<file path="src/rtl/dac_rx_pkg.sv">
// Shared types and defaults for the serial DAC link receiver.
package dac_rx_pkg;

    localparam int WIDTH_DEF = 16;
    localparam int CNT_W_DEF = 8;

    typedef logic signed [15:0] sample_t;

    typedef enum logic [1:0] {
        IDLE  = 2'd0,
        GOT_L = 2'd1,
        GOT_R = 2'd2
    } pair_state_t;

endpackage

</file>
<file path="src/rtl/dac_rx_channel.sv">
// One serial channel: input synchronizer, MSB-first shift register, latch fall
// detection, frame bit counter and the registered word/valid/err outputs.
module dac_rx_channel #(
    parameter int WIDTH       = 16,
    parameter int SYNC_STAGES = 2,
    parameter int CNT_W       = 8
) (
    input  logic             clk_i,
    input  logic             rst_i,
    input  logic             d_i,
    input  logic             l_i,
    output logic [WIDTH-1:0] out_o,
    output logic             valid_o,
    output logic             err_o
);

    localparam logic [CNT_W-1:0] CNT_MAX  = '1;
    localparam logic [CNT_W-1:0] CNT_ONE  = CNT_W'(1);
    localparam logic [CNT_W-1:0] CNT_FULL = CNT_W'(WIDTH);

    logic d_s;
    logic l_s;

    generate
        if (SYNC_STAGES == 0) begin : g_nosync
            assign d_s = d_i;
            assign l_s = l_i;
        end else begin : g_sync
            logic [SYNC_STAGES-1:0] d_sync_q;
            logic [SYNC_STAGES-1:0] l_sync_q;

            always_ff @(posedge clk_i or posedge rst_i) begin
                if (rst_i) begin
                    d_sync_q <= '0;
                    l_sync_q <= '0;
                end else begin
                    d_sync_q[0] <= d_i;
                    l_sync_q[0] <= l_i;
                    for (int i = 1; i < SYNC_STAGES; i++) begin
                        d_sync_q[i] <= d_sync_q[i-1];
                        l_sync_q[i] <= l_sync_q[i-1];
                    end
                end
            end

            assign d_s = d_sync_q[SYNC_STAGES-1];
            assign l_s = l_sync_q[SYNC_STAGES-1];
        end
    endgenerate

    logic [WIDTH-1:0] shreg_q, shreg_d;
    logic [WIDTH-1:0] out_q, out_d;
    logic [CNT_W-1:0] cnt_q, cnt_d;
    logic             l_q;
    logic             armed_q, armed_d;
    logic             valid_q, valid_d;
    logic             err_q, err_d;
    logic             fall;

    // The word is taken from the pre-shift register: the bit sampled in the
    // fall cycle already belongs to the next frame.
    always_comb begin
        shreg_d = {shreg_q[WIDTH-2:0], d_s};
        fall    = l_q & ~l_s;
        cnt_d   = (cnt_q == CNT_MAX) ? cnt_q : cnt_q + CNT_ONE;
        armed_d = armed_q;
        out_d   = out_q;
        valid_d = 1'b0;
        err_d   = 1'b0;
        if (fall) begin
            cnt_d   = CNT_ONE;
            armed_d = 1'b1;
            if (armed_q) begin
                out_d   = shreg_q;
                valid_d = 1'b1;
                err_d   = (cnt_q != CNT_FULL);
            end
        end
    end

    always_ff @(posedge clk_i or posedge rst_i) begin
        if (rst_i) begin
            shreg_q <= '0;
            out_q   <= '0;
            cnt_q   <= '0;
            l_q     <= 1'b0;
            armed_q <= 1'b0;
            valid_q <= 1'b0;
            err_q   <= 1'b0;
        end else begin
            shreg_q <= shreg_d;
            out_q   <= out_d;
            cnt_q   <= cnt_d;
            l_q     <= l_s;
            armed_q <= armed_d;
            valid_q <= valid_d;
            err_q   <= err_d;
        end
    end

    assign out_o   = out_q;
    assign valid_o = valid_q;
    assign err_o   = err_q;

endmodule

</file>
<file path="src/rtl/dac_serial_rx.sv">
// Two-channel serial DAC receiver: per-channel word capture plus left/right
// pairing with a sticky overrun flag.
module dac_serial_rx
    import dac_rx_pkg::*;
#(
    parameter int WIDTH       = WIDTH_DEF,
    parameter int SYNC_STAGES = 2,
    parameter int CNT_W       = CNT_W_DEF
) (
    input  logic             clk_12,
    input  logic             reset,
    input  logic             DL,
    input  logic             DR,
    input  logic             LL,
    input  logic             LR,
    output logic [WIDTH-1:0] leftOut,
    output logic [WIDTH-1:0] rightOut,
    output logic             leftValid,
    output logic             rightValid,
    output logic             leftErr,
    output logic             rightErr,
    output logic             pairValid,
    output logic             overrun,
    output logic [1:0]       pair_state_o
);

    dac_rx_channel #(
        .WIDTH       (WIDTH),
        .SYNC_STAGES (SYNC_STAGES),
        .CNT_W       (CNT_W)
    ) u_left (
        .clk_i   (clk_12),
        .rst_i   (reset),
        .d_i     (DL),
        .l_i     (LL),
        .out_o   (leftOut),
        .valid_o (leftValid),
        .err_o   (leftErr)
    );

    dac_rx_channel #(
        .WIDTH       (WIDTH),
        .SYNC_STAGES (SYNC_STAGES),
        .CNT_W       (CNT_W)
    ) u_right (
        .clk_i   (clk_12),
        .rst_i   (reset),
        .d_i     (DR),
        .l_i     (LR),
        .out_o   (rightOut),
        .valid_o (rightValid),
        .err_o   (rightErr)
    );

    pair_state_t state_q, state_d;
    logic        pair_q, pair_d;
    logic        ovr_q, ovr_d;

    // Pairing is registered so pairValid always trails the completing valid
    // by one cycle, with leftOut/rightOut already stable.
    always_comb begin
        state_d = state_q;
        pair_d  = 1'b0;
        ovr_d   = ovr_q;
        case (state_q)
            IDLE: begin
                if (leftValid && rightValid) pair_d = 1'b1;
                else if (leftValid)          state_d = GOT_L;
                else if (rightValid)         state_d = GOT_R;
            end
            GOT_L: begin
                if (leftValid && rightValid) begin
                    pair_d = 1'b1;
                end else if (rightValid) begin
                    pair_d  = 1'b1;
                    state_d = IDLE;
                end else if (leftValid) begin
                    ovr_d = 1'b1;
                end
            end
            GOT_R: begin
                if (leftValid && rightValid) begin
                    pair_d = 1'b1;
                end else if (leftValid) begin
                    pair_d  = 1'b1;
                    state_d = IDLE;
                end else if (rightValid) begin
                    ovr_d = 1'b1;
                end
            end
            default: state_d = IDLE;
        endcase
    end

    always_ff @(posedge clk_12 or posedge reset) begin
        if (reset) begin
            state_q <= IDLE;
            pair_q  <= 1'b0;
            ovr_q   <= 1'b0;
        end else begin
            state_q <= state_d;
            pair_q  <= pair_d;
            ovr_q   <= ovr_d;
        end
    end

    assign pairValid    = pair_q;
    assign overrun      = ovr_q;
    assign pair_state_o = state_q;

endmodule

</file>
<file path="config.mk">
export PLATFORM = sky130hd
export DESIGN_NAME = dac_serial_rx
export DESIGN_NICKNAME = d
export VERILOG_FILES = /design/src/rtl/dac_rx_pkg.sv /design/src/rtl/dac_rx_channel.sv /design/src/rtl/dac_serial_rx.sv
export SDC_FILE = /design/constraint.sdc
export NUM_CORES = 1
export LEC_CHECK = 0
export CAP_MARGIN = 25
export CORE_UTILIZATION = 54
export CTS_BUF_LIST = sky130_fd_sc_hd__clkbuf_16
export DETAILED_ROUTE_END_ITERATION = 16
export HOLD_SLACK_MARGIN = 0.12
export PLACE_DENSITY = 0.89
export SLEW_MARGIN = 20
export SYNTH_ARGS = -nofsm -noshare
export SYNTH_HDL_FRONTEND = slang
export SYNTH_SLANG_ARGS = --single-unit
</file>
<file path="constraint.sdc">
create_clock -name clk_12 -period 3.8 [get_ports clk_12]
set_input_delay 0.38 -clock clk_12 [delete_from_list [all_inputs] [get_ports clk_12]]
set_output_delay 0.38 -clock clk_12 [all_outputs]
set_load 0.1 [all_outputs]
</file>
; Word-level counts from Yosys, hierarchy flattened
; Index checks and enable logic that the tools add are counted.
[classes]
n_bitwise = 4
n_reduce_logical = 7
muxes = 33
eq_ne = 18
add_sub_neg = 2
[op_table]
columns = operator, n
row1 = $mux W8, 4
row2 = $mux W1, 19
row3 = $add A8 B1 Y8 const B, 2
row4 = $eq A8 B8 Y1 const B, 2
row5 = $ne A8 B5 Y1 const B, 2
row6 = $mux W2, 7
row7 = $ne A2 B1 Y1 const B, 6
row8 = $ne A2 B2 Y1 const B, 5
row9 = $reduce_and A7 Y1, 1
row10 = $pmux W2 S3, 1
row11 = $reduce_and A6 Y1, 1
row12 = $reduce_and A2 Y1, 2
row13 = $ne A3 B1 Y1 const B, 1
row14 = $pmux W1 S3, 1
row15 = $and A1 B1 Y1, 2
row16 = $eq A2 B1 Y1 const B, 1
row17 = $eq A2 B2 Y1 const B, 1
row18 = $logic_not A2 Y1, 1
row19 = $not A1 Y1, 2
row20 = $pmux W1 S2, 1
row21 = $reduce_bool A2 Y1, 1
row22 = $logic_and A1 B1 Y1, 1
[totals]
input_bits = 6
regBits = 100
elab_cells = 85
out_inout_bits = 40

; Longest topological paths before layout
; Gate-level depths: netlist of run 1.
[depth]
word_depth = 4
ltp_mapped = 5

; Hierarchy
; From an unflattened synthesis of run 1, not the netlist that was laid out.
[unflattened]
cells_unflattened = 256
hier_area_um2 = 3727.3
[by_module_without_submodules]
columns = module, area_each_um2, seq_area_each_um2, n_inst, cells_per_inst
row1 = dac_rx_channel, 1709.1, 1201.2, 2, 111
row2 = dac_serial_rx, 309.0, 100.1, 1, 34

; Worst setup path after synthesis of run 1
; No wires, ideal clock.
[synth_timing]
path_type = register to register
from = reg state_q[1], in the netlist pair_state_o[1]
to = reg state_q[0], in the netlist pair_state_o[0]
arrival_ns = 1.880
path_stages_with_launch = 6
required_time_ns = 3.673
setup_slack_ns = 1.794
n_path_buf = 0
cell_sequence = dfrtp_1 inv_1 ha_1 nor3b_1 mux2i_1 a21oi_1
[synth_between]
elab_chain_len = 3
elab_cells_between_ends = 11
[synth_rtl]
columns = element, line
row1 = "start, declared", dac_serial_rx.sv:55  ; pair_state_t state_q, state_d;
row2 = "start signal, assigned", dac_serial_rx.sv:101  ; state_q <= state_d;
row3 = $eq A2 B1 Y1 (tied with other cells), dac_serial_rx.sv:65  ; case (state_q)
row4 = $ne A2 B1 Y1 (no line) (tied with other cells), n/a
row5 = $reduce_and A6 Y1 (no line), n/a
; Parallel ways exist; a longest one is shown, timed or not.
; A chain may end at the register's enable or synchronous reset.

; Final worst setup path of run 1
[layout_timing]
from = reg state_q[1], in the netlist pair_state_o[1]
to = out pair_state_o[1]
[layout_rtl]
columns = element, line
row1 = "end, declared", dac_serial_rx.sv:24  ; output logic [1:0] pair_state_o
; No word-level cell between the ends.

==> flow_summary.yaml, run 1 <==
clock_network:
  postCtsHoldBufs: 0
  cts_max_level: 3
  path_clk_slew_ns: 0.07
  postCtsSetupRepairBufs: 0
  numCtsBuffers: 9
  root_buffer: "clkbuf_16"
  insertion_delay_ns: 0.33
  ctsResizeCount: 0
  clkSinkCount: 100
  cts_max_path_buffers: 2
  cts_tree: "done"
pwr:
  power_density_nw_per_um2: 714
  ir_drop_uv: 376
  p_leak_uw: 0.00196
  p_total_uw: 3220
cells_and_area:
  finalNetCount: 327
  area_growth_pct: 20.6
  drive_gt1_frac: 0.151
  fillers: 456
  num_antenna_cells: 0
  stdcell_count: 394
  final_core_util: 0.690
worst_setup_path:
  reg2reg_from: "u_left.g_sync.l_sync_q[1]"
  crit_slowest_cell: "clkdlybuf4s50_1"
  reg2reg_to: "u_left.out_o[2]"
  cp-end-kind: "output pin"
  cp_cell_sequence: "clkdlybuf4s50_1"
  cp_max_fo: 7
  reg2regPathDepth: 3
  cpPeakStageDelay_ns: 1.17
  arrival_ns: 1.96
  rrSetupSlack_ns: 2.02
  start_kind: "flop"
  crit_type: "reg2out"
  cp_num_cells: 1
  crit_required_ns: 3.42
  path_buf_inv: 1
  crit_family: "buffers and inverters"
  critical_path.startpoint: "pair_state_o[1]"
timing:
  skew_ns: 0.00624
  min_period_over_period: 0.615
  period_needed_ns: 2.34
  tightest_slew_ns: 0.999
  setup_tns_ns: 0
  fmax_mhz: 428
  hold_ws_ns: 0.350
  hold_viol_final: 0
  drv_slew: 0
  final-setup-viol-count: 0
  rsz0062_at_grt: "no"
  maxSlewHeadroom: 0.332
grt:
  grt_pass1_vias: 2169
  grt_max_degree: 49
  track_usage: 0.192
  grt_overflow: 0
  antenna_found_initial: 0
  grt_pass1_wl_mm: 10.6
floorplan:
  ios: 46
  die_y_um: 85.2
  fp.dieArea_um2: 7260
  initial_core_util: 0.572
  rows: 29
  core_area_um2: 6530
  die_x_um: 85.2
worst_hold_path:
  hp-class: "reg2reg"
  holdPathEnd: "u_right.g_sync.l_sync_q[1]"
  hp-start: "u_right.g_sync.l_sync_q[0]"
  holdPathStages: 0
synth:
  synth_seq_area_share: 0.670
  synthCells: 266
  synth_nets: 281
  synthTopCellsByArea: "dfrtp_1, mux2_2, mux2_4"
  synth_warnings: 0
  synth_cell_type_count: 42
  synth-seq-cells: 100
  synth_area_per_cell_um2: 14.1
  synth_top_area_share: 0.670
  synthesis.area_um2: 3740
  synth_top_area_cell: "dfrtp_1"
routing:
  vias_per_cell: 5.64
  ant_nets: 0
  wirelength_mm: 6.24
  drtIter0Drc: 56
  drc: 0
  first_pass_iters: 4
  wl_per_cell_um: 15.8
  num_vias: 2223
place:
  io_buffer_count: 45
  dpl.cell_count: 378
  globalplace.congestion: 0.868
  place_hpwl_mm: 4.15
run_status:
  status: "complete, no violations"
job:
  maxCapViolCount: 0
[kinds of logic after synthesis]
kind of cell / after synthesis / share of synthesized area
AO/OA/AOI/OAI: 37 / 0.0599
adder cells (fa/ha/maj): 9 / 0.0301
buffers and inverters: 26 / 0.0348
flip-flops: 100 / 0.670
multiplexers: 33 / 0.107
AND/OR/NAND/NOR: 61 / 0.0984
[sequential cells by signal, summed over array words and instances (netlist names), 2 cells and up]
name and cells:
u_right.out_o 16, u_right.g_sync.d_sync_q 2, u_left.g_sync.d_sync_q 2, u_left.g_sync.l_sync_q 2
u_right.shreg_q 16, u_left.cnt_q 8, u_right.cnt_q 8, pair_state_o 2
u_right.g_sync.l_sync_q 2, u_left.shreg_q 16, u_left.out_o 16
[worst max-delay path by stage]
stage | slack (ns) | to
finish | 1.46 | pair_state_o[1]
global route | 1.40 | leftValid
CTS | 1.45 | pair_state_o[1]
detailed placement | 1.81 | pair_state_o[1]
global placement | 1.85 | pair_state_o[1]
floorplan | 0.80 | overrun
[layout by cell type, fill, tap and decap left out, types with 9 or more instances in the layout]
cell,n
a31oi_1,10
ha_1,9
a21oi_1,11
inv_1,12
clkdlybuf4s50_1,45
nand3_1,13
dfrtp_1,100
clkbuf_16,9
mux2_2,16
nor3_1,15
[where the power goes]
part,leakage [uW],switching [uW],total (uW),internal (uW)
sequential,0.00119,144,1340,1200
clock,0.000137,403,859,456
combinational,0.000629,748,1020,270
total,0.00196,1290,3220,1920
[metrics by stage]
stage / worst slack (ns) / area (um^2)
after floorplan: 0.801 / 3740
after global placement: 1.85 / 4220
after detailed placement: 1.81 / 4220
after CTS: 1.45 / 4510
after global routing: 1.40 / 4510
final: 1.46 / 4510
[synthesized netlist by cell type, drive strengths merged]
| library cell | instances |
|---|---|
| a211oi | 2 |
| a21oi | 11 |
| a311oi | 1 |
| a31oi | 10 |
| a41oi | 1 |
| and2 | 1 |
| and2b | 1 |
| and3 | 2 |
| and4 | 2 |
| and4bb | 1 |
| buf | 8 |
| clkbuf | 4 |
| clkinv | 1 |
| dfrtp | 100 |
| ha | 9 |
| inv | 13 |
| mux2 | 32 |
| mux2i | 1 |
| nand2 | 4 |
| nand2b | 6 |
| nand3 | 13 |
| nand4 | 6 |
| nor2 | 4 |
| nor2b | 2 |
| nor3 | 15 |
| nor3b | 1 |
| nor4 | 1 |
| nor4b | 1 |
| o211a | 1 |
| o21a | 1 |
| o21ai | 8 |
| o31a | 1 |
| o31ai | 1 |
| or4 | 1 |
[metal layers]
layer | track usage | wire length, um
met3 | 0.0477 | 203
met2 | 0.300 | 3020
met1 | 0.258 | 2930
met4 | 0.0832 | 88
met5 | 0 | 0
[final cells by class]
class / count / area (um^2) / area share
sequential: 100 / 2500 / 0.555
clock buffer: 9 / 225 / 0.0500
multi-input combinational: 140 / 1100 / 0.245
inverter: 14 / 55.1 / 0.0122
clock inverter: 7 / 57.6 / 0.0128
tap: 77 / 96.3 / 0.0214
timing repair buffer: 47 / 465 / 0.103
(Power assumes the default switching activity.)
==> inputs of run 2 (changes only) <==
==> constraint.sdc (replaced) <==
create_clock -name clk_12 -period 2.4 [get_ports clk_12]
set_input_delay 0.24 -clock clk_12 [delete_from_list [all_inputs] [get_ports clk_12]]
set_output_delay 0.24 -clock clk_12 [all_outputs]
set_load 0.1 [all_outputs]
==> run 2 against run 1 <==
  * Total power up 56%
  * Critical path type is now reg2reg
  * Critical endpoint is now u_left.out_o[7]
  * First-iteration DRC count grew to 2.6 times the previous value
  * Final cell count down 0.25%
  * Hold slack worse by 0.0086 ns
  * Non-clock buffer count decreased by 1
  * Register-to-register slack lost 1.3 ns
  * Global-route usage shrank 1.3 points
  * Count of clock-buffer cells in the layout stayed put
  * Combinational power is 52% higher
  * Die area stayed put
==> flow_summary.yaml, run 2 (synthesis gave the netlist of run 1 again) <==
run_status:
  status: "complete, no violations"
clock_network:
  path_clk_slew_ns: 0.06
  cts_tree: "done"
  cts_max_path_buffers: 2
  numCtsBuffers: 9
  insertion_delay_ns: 0.33
  cts_max_level: 3
  root_buffer: "clkbuf_16"
  postCtsSetupRepairBufs: 0
  postCtsHoldBufs: 0
  clkSinkCount: 100
  ctsResizeCount: 0
worst_setup_path:
  crit_required_ns: 2.61
  cp-end-kind: "flop"
  reg2regPathDepth: 3
  start_kind: "flop"
  crit_type: "reg2reg"
  arrival_ns: 1.87
  cp_max_fo: 18
timing:
  rsz0062_at_grt: "no"
  min_period_over_period: 0.690
  tightest_slew_ns: 0.599
  setup_tns_ns: 0
  hold_viol_final: 0
  maxSlewHeadroom: 0.600
  drv_slew: 0
  fmax_mhz: 604
  final-setup-viol-count: 0
  skew_ns: 0.00725
  period_needed_ns: 1.66
worst_hold_path:
  hp-class: "in2reg"
  holdPathStages: 1
routing:
  drc: 0
  num_vias: 2199
  drtIter0Drc: 144
  first_pass_iters: 4
  wl_per_cell_um: 14.7
  vias_per_cell: 5.60
  wirelength_mm: 5.78
  ant_nets: 0
floorplan:
  die_x_um: 85.2
  fp.dieArea_um2: 7260
  initial_core_util: 0.572
  core_area_um2: 6530
  ios: 46
  die_y_um: 85.2
  rows: 29
pwr:
  p_switching_uw: 1960
  power_density_nw_per_um2: 1140
  p_seq_frac: 0.422
  p_int_uw: 3070
  switching_share: 0.389
  p_total_uw: 5030
  pwr-share-comb: 0.309
  p_leak_uw: 0.00200
  ir_drop_uv: 541
  clock_power_share: 0.269
cells_and_area:
  layout.cells.most_common: "dfrtp_1"
  stdcell_count: 393
  area_growth_pct: 18.1
  seq_area_um2: 2500
  num_antenna_cells: 0
  finalNetCount: 326
  drive_gt1_frac: 0.269
  final_cell_mix: "dfrtp_1, buf_4, mux2_2"
  fillers: 487
  multi_input_area_um2: 1100
grt:
  antenna_found_initial: 0
  track_usage: 0.179
  grt_pass1_vias: 2099
  grt_pass1_wl_mm: 9.87
  grt_overflow: 0
  grt_max_degree: 101
place:
  place_hpwl_mm: 3.65
  globalplace.congestion: 0.840
  io_buffer_count: 45
  dpl.cell_count: 377
job:
  maxCapViolCount: 0
[run 2: cell types whose count changed in the layout (fill, tap and decap cells not counted), sizes merged]
cell / previous run / this run
clkdlybuf4s50: 45 / 5
inv: 18 / 13
bufinv: 0 / 1
clkinvlp: 1 / 2
buf: 2 / 41
clkinv: 2 / 5
[run 2: path summary, 6_finish.rpt]
path                                           start                         end  slack (ns)
min reg2reg                u_left.g_sync.d_sync_q[0]   u_left.g_sync.d_sync_q[1]        0.35
max                        u_left.g_sync.l_sync_q[1]             u_left.out_o[7]        0.74
max in group asynchronous                      reset   u_left.g_sync.l_sync_q[1]        1.62
max reg2reg                u_left.g_sync.l_sync_q[1]             u_left.out_o[7]        0.74
min                                               LR  u_right.g_sync.l_sync_q[0]        0.34
min in group asynchronous                      reset             pair_state_o[1]        0.42
[run 2: area by class of cell]
type / count / area share
clock inverters: 7 / 0.0133
well taps: 77 / 0.0218
clock buffers: 9 / 0.0510
repair buffers: 46 / 0.0839
multi-input cells: 140 / 0.250
inverters: 14 / 0.0128
flip-flops and latches: 100 / 0.567
[run 2: critical path, stage by stage, from the launching register on]
cell	delay [ns]
dfrtp_1	0.39
nor2b_1	0.49
nand2_4	0.29
mux2_4	0.36
[run 2: power by group through the flow]
stage / combinational [uW] / clock (uW) / sequential, uW
global placement: 1530 / 0 / 2140
floorplan: 465 / 0 / 2920
detailed placement: 1560 / 0 / 2150
finish: 1550 / 1350 / 2130
global route: 1630 / 1460 / 2160
CTS: 1560 / 1400 / 2120
[run 2: per-stage QoR]
stage,instance area (um^2),setup WS [ns],hold WS (ns),utilization
floorplan,3740,0.394,0.271,-
global route,4410,0.613,0.337,0.676
detailed placement,4130,0.750,0.336,0.632
CTS,4410,0.728,0.335,0.676
finish,4410,0.744,0.342,0.676
global placement,4130,0.780,0.333,0.632
[run 2: routing by layer]
| metal | GRT usage | up-vias | part of all wire |
|---|---|---|---|
| met5 | 0 | - | 0 |
| met4 | 0.0632 | 0 | 0.010 |
| met3 | 0.0603 | 8 | 0.052 |
| met2 | 0.271 | 66 | 0.48 |
| met1 | 0.244 | 1097 | 0.46 |
| li1 | - | 1028 | - |
